### src/rtl/tx_frame_scheduler_pkg.sv
// ---------------------------------------------------------------------------
// freq_meter_pkg
// Shared definitions for the measurement-to-UART framing path.
//   FRAME_HEADER  : sync byte that opens every frame
//   sched_state_t : scheduler FSM states
//   frame_len()   : bytes per frame for a given payload width
// ---------------------------------------------------------------------------
package freq_meter_pkg;

    localparam logic [7:0] FRAME_HEADER = 8'hA5;

    typedef enum logic [1:0] {
        IDLE,
        LOAD,
        START,
        WAIT
    } sched_state_t;

    // HEADER + channel ID + payload bytes + checksum
    function automatic int frame_len(input int word_w);
        return 3 + word_w / 8;
    endfunction

endpackage

### src/rtl/tx_frame_scheduler_if.sv
// ---------------------------------------------------------------------------
// tx_frame_scheduler_if
// Bundles the requester side and the transmitter side of the scheduler.
//   req        : level request per channel; req_data valid while high
//   req_data   : channel i word at [i*WORD_W +: WORD_W]
//   req_ack    : one-cycle pulse, channel word latched and frame queued
//   tx_start   : start request to the byte transmitter
//   tx_data    : byte for the transmitter, stable while tx_start is high
//   tx_busy    : transmitter busy
//   frame_busy : high from grant until the last byte's tx_busy falls
//
// Handshake: a requester holds req (and its req_data) until it sees its
// req_ack bit; the scheduler samples req only while idle. On the byte side,
// tx_start is held with tx_data stable until tx_busy is observed high, and a
// new byte is only offered after tx_busy has been observed low again.
// ---------------------------------------------------------------------------
interface tx_frame_scheduler_if #(
    parameter int N_REQ  = 3,
    parameter int WORD_W = 32
) ();
    logic [N_REQ-1:0]        req;
    logic [N_REQ*WORD_W-1:0] req_data;
    logic [N_REQ-1:0]        req_ack;
    logic                    tx_start;
    logic [7:0]              tx_data;
    logic                    tx_busy;
    logic                    frame_busy;

    modport master (
        input  req, req_data, tx_busy,
        output req_ack, tx_start, tx_data, frame_busy
    );

    modport slave (
        output req, req_data, tx_busy,
        input  req_ack, tx_start, tx_data, frame_busy
    );
endinterface

### src/rtl/tx_frame_scheduler_rr_arbiter.sv
// ---------------------------------------------------------------------------
// rr_arbiter
// Combinational round-robin pick: first set request bit scanning upward
// from ptr, wrapping at N. The pointer register lives in the caller.
//   req       : request vector
//   ptr       : index with highest priority this round (must be < N)
//   grant     : one-hot grant (all zero when no request)
//   grant_idx : index of the granted bit
//   any       : at least one request present
// ---------------------------------------------------------------------------
module rr_arbiter #(
    parameter int N = 3,
    localparam int PW = (N > 1) ? $clog2(N) : 1
) (
    input  logic [N-1:0]  req,
    input  logic [PW-1:0] ptr,
    output logic [N-1:0]  grant,
    output logic [PW-1:0] grant_idx,
    output logic          any
);
    logic found;

    // Two passes: indices at/above ptr first, then the wrapped-around ones.
    always_comb begin
        grant     = '0;
        grant_idx = '0;
        found     = 1'b0;
        any       = |req;
        for (int i = 0; i < N; i++) begin
            if (!found && req[i] && (i >= int'(ptr))) begin
                found     = 1'b1;
                grant[i]  = 1'b1;
                grant_idx = PW'(i);
            end
        end
        for (int i = 0; i < N; i++) begin
            if (!found && req[i] && (i < int'(ptr))) begin
                found     = 1'b1;
                grant[i]  = 1'b1;
                grant_idx = PW'(i);
            end
        end
    end
endmodule

### src/rtl/tx_frame_scheduler.sv
// ---------------------------------------------------------------------------
// tx_frame_scheduler
// Shares one UART byte transmitter among N_REQ measurement producers.
// Each grant latches one producer's word and sends the frame
//   HEADER, ID, word bytes (MSB first), XOR checksum (ID + data bytes)
// through the transmitter's start/busy handshake.
//   clk, rst_n : clock, asynchronous active-low reset
//   bus        : requester + transmitter signals (master side)
//   fsm_state  : current scheduler state, for observation
// ---------------------------------------------------------------------------
module tx_frame_scheduler
    import freq_meter_pkg::*;
#(
    parameter int         N_REQ  = 3,
    parameter int         WORD_W = 32,
    parameter logic [7:0] HEADER = FRAME_HEADER
) (
    input  logic                  clk,
    input  logic                  rst_n,
    tx_frame_scheduler_if.master  bus,
    output sched_state_t          fsm_state
);
    localparam int PW  = (N_REQ > 1) ? $clog2(N_REQ) : 1;
    localparam int NB  = WORD_W / 8;
    localparam int LEN = frame_len(WORD_W);
    localparam int IW  = $clog2(LEN);

    sched_state_t      state;
    logic [PW-1:0]     ptr;
    logic [WORD_W-1:0] word;
    logic [PW-1:0]     id;
    logic [IW-1:0]     byte_idx;
    logic [7:0]        csum;
    logic [7:0]        cur_byte;
    logic              last_byte;

    logic [N_REQ-1:0]  grant;
    logic [PW-1:0]     grant_idx;
    logic              any_req;

    rr_arbiter #(.N(N_REQ)) u_arb (
        .req       (bus.req),
        .ptr       (ptr),
        .grant     (grant),
        .grant_idx (grant_idx),
        .any       (any_req)
    );

    // Byte mux: the last index falls through to the running checksum.
    always_comb begin
        cur_byte = csum;
        if (byte_idx == '0) begin
            cur_byte = HEADER;
        end else if (byte_idx == IW'(1)) begin
            cur_byte = 8'(id);
        end else begin
            for (int i = 0; i < NB; i++) begin
                if (byte_idx == IW'(i + 2)) begin
                    cur_byte = word[WORD_W-1-8*i -: 8];
                end
            end
        end
    end

    assign last_byte = (byte_idx == IW'(LEN - 1));
    assign fsm_state = state;

    always_ff @(posedge clk or negedge rst_n) begin
        if (!rst_n) begin
            state          <= IDLE;
            ptr            <= '0;
            word           <= '0;
            id             <= '0;
            byte_idx       <= '0;
            csum           <= '0;
            bus.req_ack    <= '0;
            bus.tx_start   <= 1'b0;
            bus.tx_data    <= '0;
            bus.frame_busy <= 1'b0;
        end else begin
            bus.req_ack <= '0;
            case (state)
                IDLE: begin
                    if (any_req) begin
                        bus.req_ack    <= grant;
                        word           <= bus.req_data[int'(grant_idx)*WORD_W +: WORD_W];
                        id             <= grant_idx;
                        byte_idx       <= '0;
                        csum           <= '0;
                        bus.frame_busy <= 1'b1;
                        ptr            <= (grant_idx == PW'(N_REQ - 1)) ? '0 : grant_idx + 1'b1;
                        state          <= LOAD;
                    end
                end
                // Busy may still be high from the previous byte or from a
                // transmitter that was already running at grant time.
                LOAD: begin
                    if (!bus.tx_busy) begin
                        bus.tx_data  <= cur_byte;
                        bus.tx_start <= 1'b1;
                        if ((byte_idx != '0) && !last_byte) begin
                            csum <= csum ^ cur_byte;
                        end
                        state <= START;
                    end
                end
                // The transmitter samples start only on its baud tick.
                START: begin
                    if (bus.tx_busy) begin
                        bus.tx_start <= 1'b0;
                        state        <= WAIT;
                    end
                end
                WAIT: begin
                    if (!bus.tx_busy) begin
                        if (last_byte) begin
                            bus.frame_busy <= 1'b0;
                            state          <= IDLE;
                        end else begin
                            byte_idx <= byte_idx + 1'b1;
                            state    <= LOAD;
                        end
                    end
                end
                default: state <= IDLE;
            endcase
        end
    end
endmodule

### src/flat_wrapper.sv
// flat-port wrapper written by rule: the top's interface ports become plain ports
module tx_frame_scheduler_flat import freq_meter_pkg::*;
#(
    parameter int         N_REQ  = 3,
    parameter int         WORD_W = 32,
    parameter logic [7:0] HEADER = FRAME_HEADER
)
  (clk, rst_n, fsm_state, bus_req, bus_req_data, bus_tx_busy, bus_req_ack, bus_tx_start, bus_tx_data, bus_frame_busy);
  tx_frame_scheduler_if #(.N_REQ(N_REQ), .WORD_W(WORD_W)) bus_i ();
  input  logic clk;
  input  logic rst_n;
  output sched_state_t fsm_state;
  input wire logic [$bits(bus_i.req)-1:0] bus_req;
  input wire logic [$bits(bus_i.req_data)-1:0] bus_req_data;
  input wire logic [$bits(bus_i.tx_busy)-1:0] bus_tx_busy;
  output wire logic [$bits(bus_i.req_ack)-1:0] bus_req_ack;
  output wire logic [$bits(bus_i.tx_start)-1:0] bus_tx_start;
  output wire logic [$bits(bus_i.tx_data)-1:0] bus_tx_data;
  output wire logic [$bits(bus_i.frame_busy)-1:0] bus_frame_busy;
  assign bus_i.req = bus_req;
  assign bus_i.req_data = bus_req_data;
  assign bus_i.tx_busy = bus_tx_busy;
  assign bus_req_ack = bus_i.req_ack;
  assign bus_tx_start = bus_i.tx_start;
  assign bus_tx_data = bus_i.tx_data;
  assign bus_frame_busy = bus_i.frame_busy;
  tx_frame_scheduler #(.N_REQ(N_REQ), .WORD_W(WORD_W), .HEADER(HEADER)) u_core (.clk(clk), .rst_n(rst_n), .bus(bus_i), .fsm_state(fsm_state));
endmodule
### config.mk
export PLATFORM = sky130hd
export DESIGN_NAME = tx_frame_scheduler_flat
export DESIGN_NICKNAME = d
export VERILOG_FILES = /design/src/rtl/tx_frame_scheduler_pkg.sv /design/src/rtl/tx_frame_scheduler_if.sv /design/src/rtl/tx_frame_scheduler_rr_arbiter.sv /design/src/rtl/tx_frame_scheduler.sv /design/src/flat_wrapper.sv
export SDC_FILE = /design/constraint.sdc
export NUM_CORES = 1
export LEC_CHECK = 0
export ABC_AREA = 1
export BUFFER_PORTS_ARGS = -buffer_cell sky130_fd_sc_hd__clkbuf_2
export CAP_MARGIN = 40
export CORE_ASPECT_RATIO = 1.75
export CORE_UTILIZATION = 47
export DETAILED_ROUTE_END_ITERATION = 8
export PLACE_DENSITY_LB_ADDON = 0.15
export SLEW_MARGIN = 20
export SYNTH_ARGS = -nofsm -noshare
export SYNTH_HDL_FRONTEND = slang
export SYNTH_HIERARCHICAL = 1
export SYNTH_SLANG_ARGS = --single-unit
### constraint.sdc
create_clock -name clk -period 1.88 [get_ports clk]
set_input_delay 0.47 -clock clk [delete_from_list [all_inputs] [get_ports clk]]
set_output_delay 0.47 -clock clk [all_outputs]
set_load 0.03 [all_outputs]
==> metrics <==
quantity of hold-fixing buffers added after cts 0; Die H 119 um; share of post-route cells with drive strength above 1 28.8%; status finished, final reports clean; post-synthesis cell type count 31; Slew HR 74.4%; DP Wirelength 7540 um; xor and xnor area share after synthesis 0%; die area 8210 um^2; Simple-Gate Fraction of Synth Area 28.9%; CP Data Required Time 2.08 ns; Crit Path Class flip-flop to flip-flop; commonest cells after routing, fill and taps aside clkbuf_2 (116), nand2_1 (100), nand3_1 (65); First DRT Iteration DRCs 277; I/O Buffers 116; CP startpoint kind flip-flop; CTS Sinks 62; drt total wl 10300 um; vias in the first global route 3684; first-pass GRT wire length 16800 um; hold crit path type input pin to asynchronous set/reset pin; register-to-register setup slack 0.11 ns; antenna diode count 0; Mapped Cells 497; detailed-router iteration count before antenna repair 5; Ports 117; Worst Setup End Kind flip-flop; initial antenna violation count 0; post-layout net count 724; routed vias 3860; post-CTS setup buffers 0; Synth Warn # 6; Synthesized Nets 608; Synth Area in Adders 3.05%; Reg2Reg Depth 8; Final ANT Viol Nets 0; Initial Utilization 48.7%; post-DR wirelength/cell 14.6 um; largest family of logic cells by synthesized area simple AND/OR/NAND/NOR gates; TritonCTS clock tree yes; H-Tree Depth 3; most common cell after layout, fill and taps aside clkbuf_2; achievable clock frequency 0.564 GHz; Synth Area per Inst 7.42 um^2; Max VDD drop 850 uV; Final setup viols 0; Clock Tree Root clkbuf_16; pre-CTS setup slack -0.107 ns; Final Hold Fails 0; Synth Area in Compound Gates 16.7%; Worst-path clk slew 0.05 ns; power density over cell area 1710 nW/um^2; CP arrival 1.97 ns; part of the cycle the worst path needs 94.4%; Total GRT Usage 27.4%; setup TNS 0 ns; Overflow after GRT 0; Static Leakage 2.47 nW; Worst Skew 0.00446 ns; DRC violations left 0; Max-Cap Viols 0; Num CTS Buffers 9; critical path peak fanout 63; Slew Limit Fails 0; Synth Cell Area 3690 um^2; clk buf depth 2; fillcell total 675; setup slack after layout 0.105 ns; GPL Wtd Cong 0.869; mux cell area share after synthesis 0%; register area share after synthesis 42.1%; total core area 7570 um^2; # rows 42; largest net degree at the start of global routing 64; vias per cell 5.48; Worst Max-Slew Pin Slew 0.382 ns; clock period minus final worst setup slack 1.77 ns; die span in x 68.9 um; clk_lat worst skew 0.33 ns; register bit total from synthesis 62; Synth-to-Final Area Change 31.2%
[state kept, by name, indices dropped and copies added, names as in the netlist, 2 cells and up]
name	count
u_core/bus.req_ack	3
u_core/ptr	2
u_core/fsm_state	2
u_core/id	2
u_core/bus.tx_data	8
u_core/byte_idx	3
u_core/word	32
u_core/csum	8
[power by group]
group          total [mW]  switching [mW]  internal, mW
clock                1.50           0.548         0.953
combinational        4.45            2.86          1.59
sequential           2.33           0.343          1.98
total                8.28            3.75          4.53
[layer usage]
layer | part of all wire [%] | track usage (%) | vias up
met5 | 0 | 0 | -
met4 | 3.4 | 13.5 | 0
met3 | 4.7 | 5.84 | 24
met2 | 51 | 44.1 | 128
met1 | 41 | 33.3 | 1799
li1 | - | - | 1909
[critical path: stages, from the launching register on]
cell and delay, ns:
dfrtp_2 0.44, inv_1 0.11, ha_2 0.22, nand2_1 0.09, inv_2 0.09, buf_12 0.24
nand2_1 0.14, a221oi_4 0.23, a21oi_1 0.08
[cells in the mapped netlist]
cell       instances  share of area (%)
o32ai_1            1               0.24
nand4_1           11                1.9
a21oi_1           22                3.0
nand3_2            1               0.27
clkbuf_1          19                1.9
nor3_4             1               0.44
a211oi_1           2               0.41
a32oi_1            2               0.48
a41oi_1            3               0.71
nand2_1          106                 11
o21a_1             1               0.20
o22ai_1            1               0.17
buf_2              3               0.41
dfrtp_1           62                 42
inv_2              3               0.31
ha_1               9                3.1
buf_1              4               0.41
a22oi_1            8                1.6
a31oi_1           13                2.2
nand2_2            2               0.34
inv_1             58                5.9
o21ai_0           21                2.9
o211ai_1           4               0.81
a221oi_1          10                2.4
nand3b_1           1               0.20
nand2_4            2               0.61
nand3_1           65                8.8
a21oi_2            2               0.48
buf_6              1               0.31
o2111ai_1          5                1.2
nor2_1            54                5.5
[through the flow]
step / utilization (%) / power, mW / cell area, um^2 / hold WS (ns) / cells
CTS: 62.6 / 8.12 / 4740 / 0.156 / 704
detailed placement: 58.9 / 6.57 / 4450 / 0.466 / 689
finish: 63.9 / 8.28 / 4830 / 0.144 / 705
global route: 63.9 / 8.99 / 4830 / 0.173 / 705
global placement: 58.9 / 6.44 / 4450 / 0.465 / 689
floorplan: - / 5.23 / 3690 / 0.174 / 497
[path summary, 6_finish.rpt]
path / from / to
setup / recovery: u_core/fsm_state[0] / u_core/word[7]
hold / removal: rst_n / u_core/bus.req_ack[2]
setup reg to reg: u_core/fsm_state[0] / u_core/word[7]
hold reg to reg: u_core/bus.tx_data[1] / u_core/bus.tx_data[1]
max in group asynchronous: rst_n / u_core/csum[5]
min in group clk: bus_req_data[50] / u_core/word[18]
[final cells by class]
cell class,count,area (um^2),share of cell area (%)
inverter,61,233,4.81
timing repair inverter,1,7.51,0.155
clock buffer,14,264,5.46
sequential,62,1550,32.1
clock inverter,1,5.00,0.104
tap,88,110,2.28
timing repair buffer,131,772,16.0
multi-input combinational,347,1890,39.1
[kinds of logic after synthesis]
logic type / after synthesis
AND/OR/NAND/NOR: 243
AO/OA/AOI/OAI: 95
buffers and inverters: 88
adder cells (fa/ha/maj): 9
flip-flops: 62
[timing repair]
action	CTS	global route
pin swaps	0	3
gates resized for setup	2	28
cloned	0	1
endpoints found under the setup margin	2	36
(Power assumes the default switching activity.)
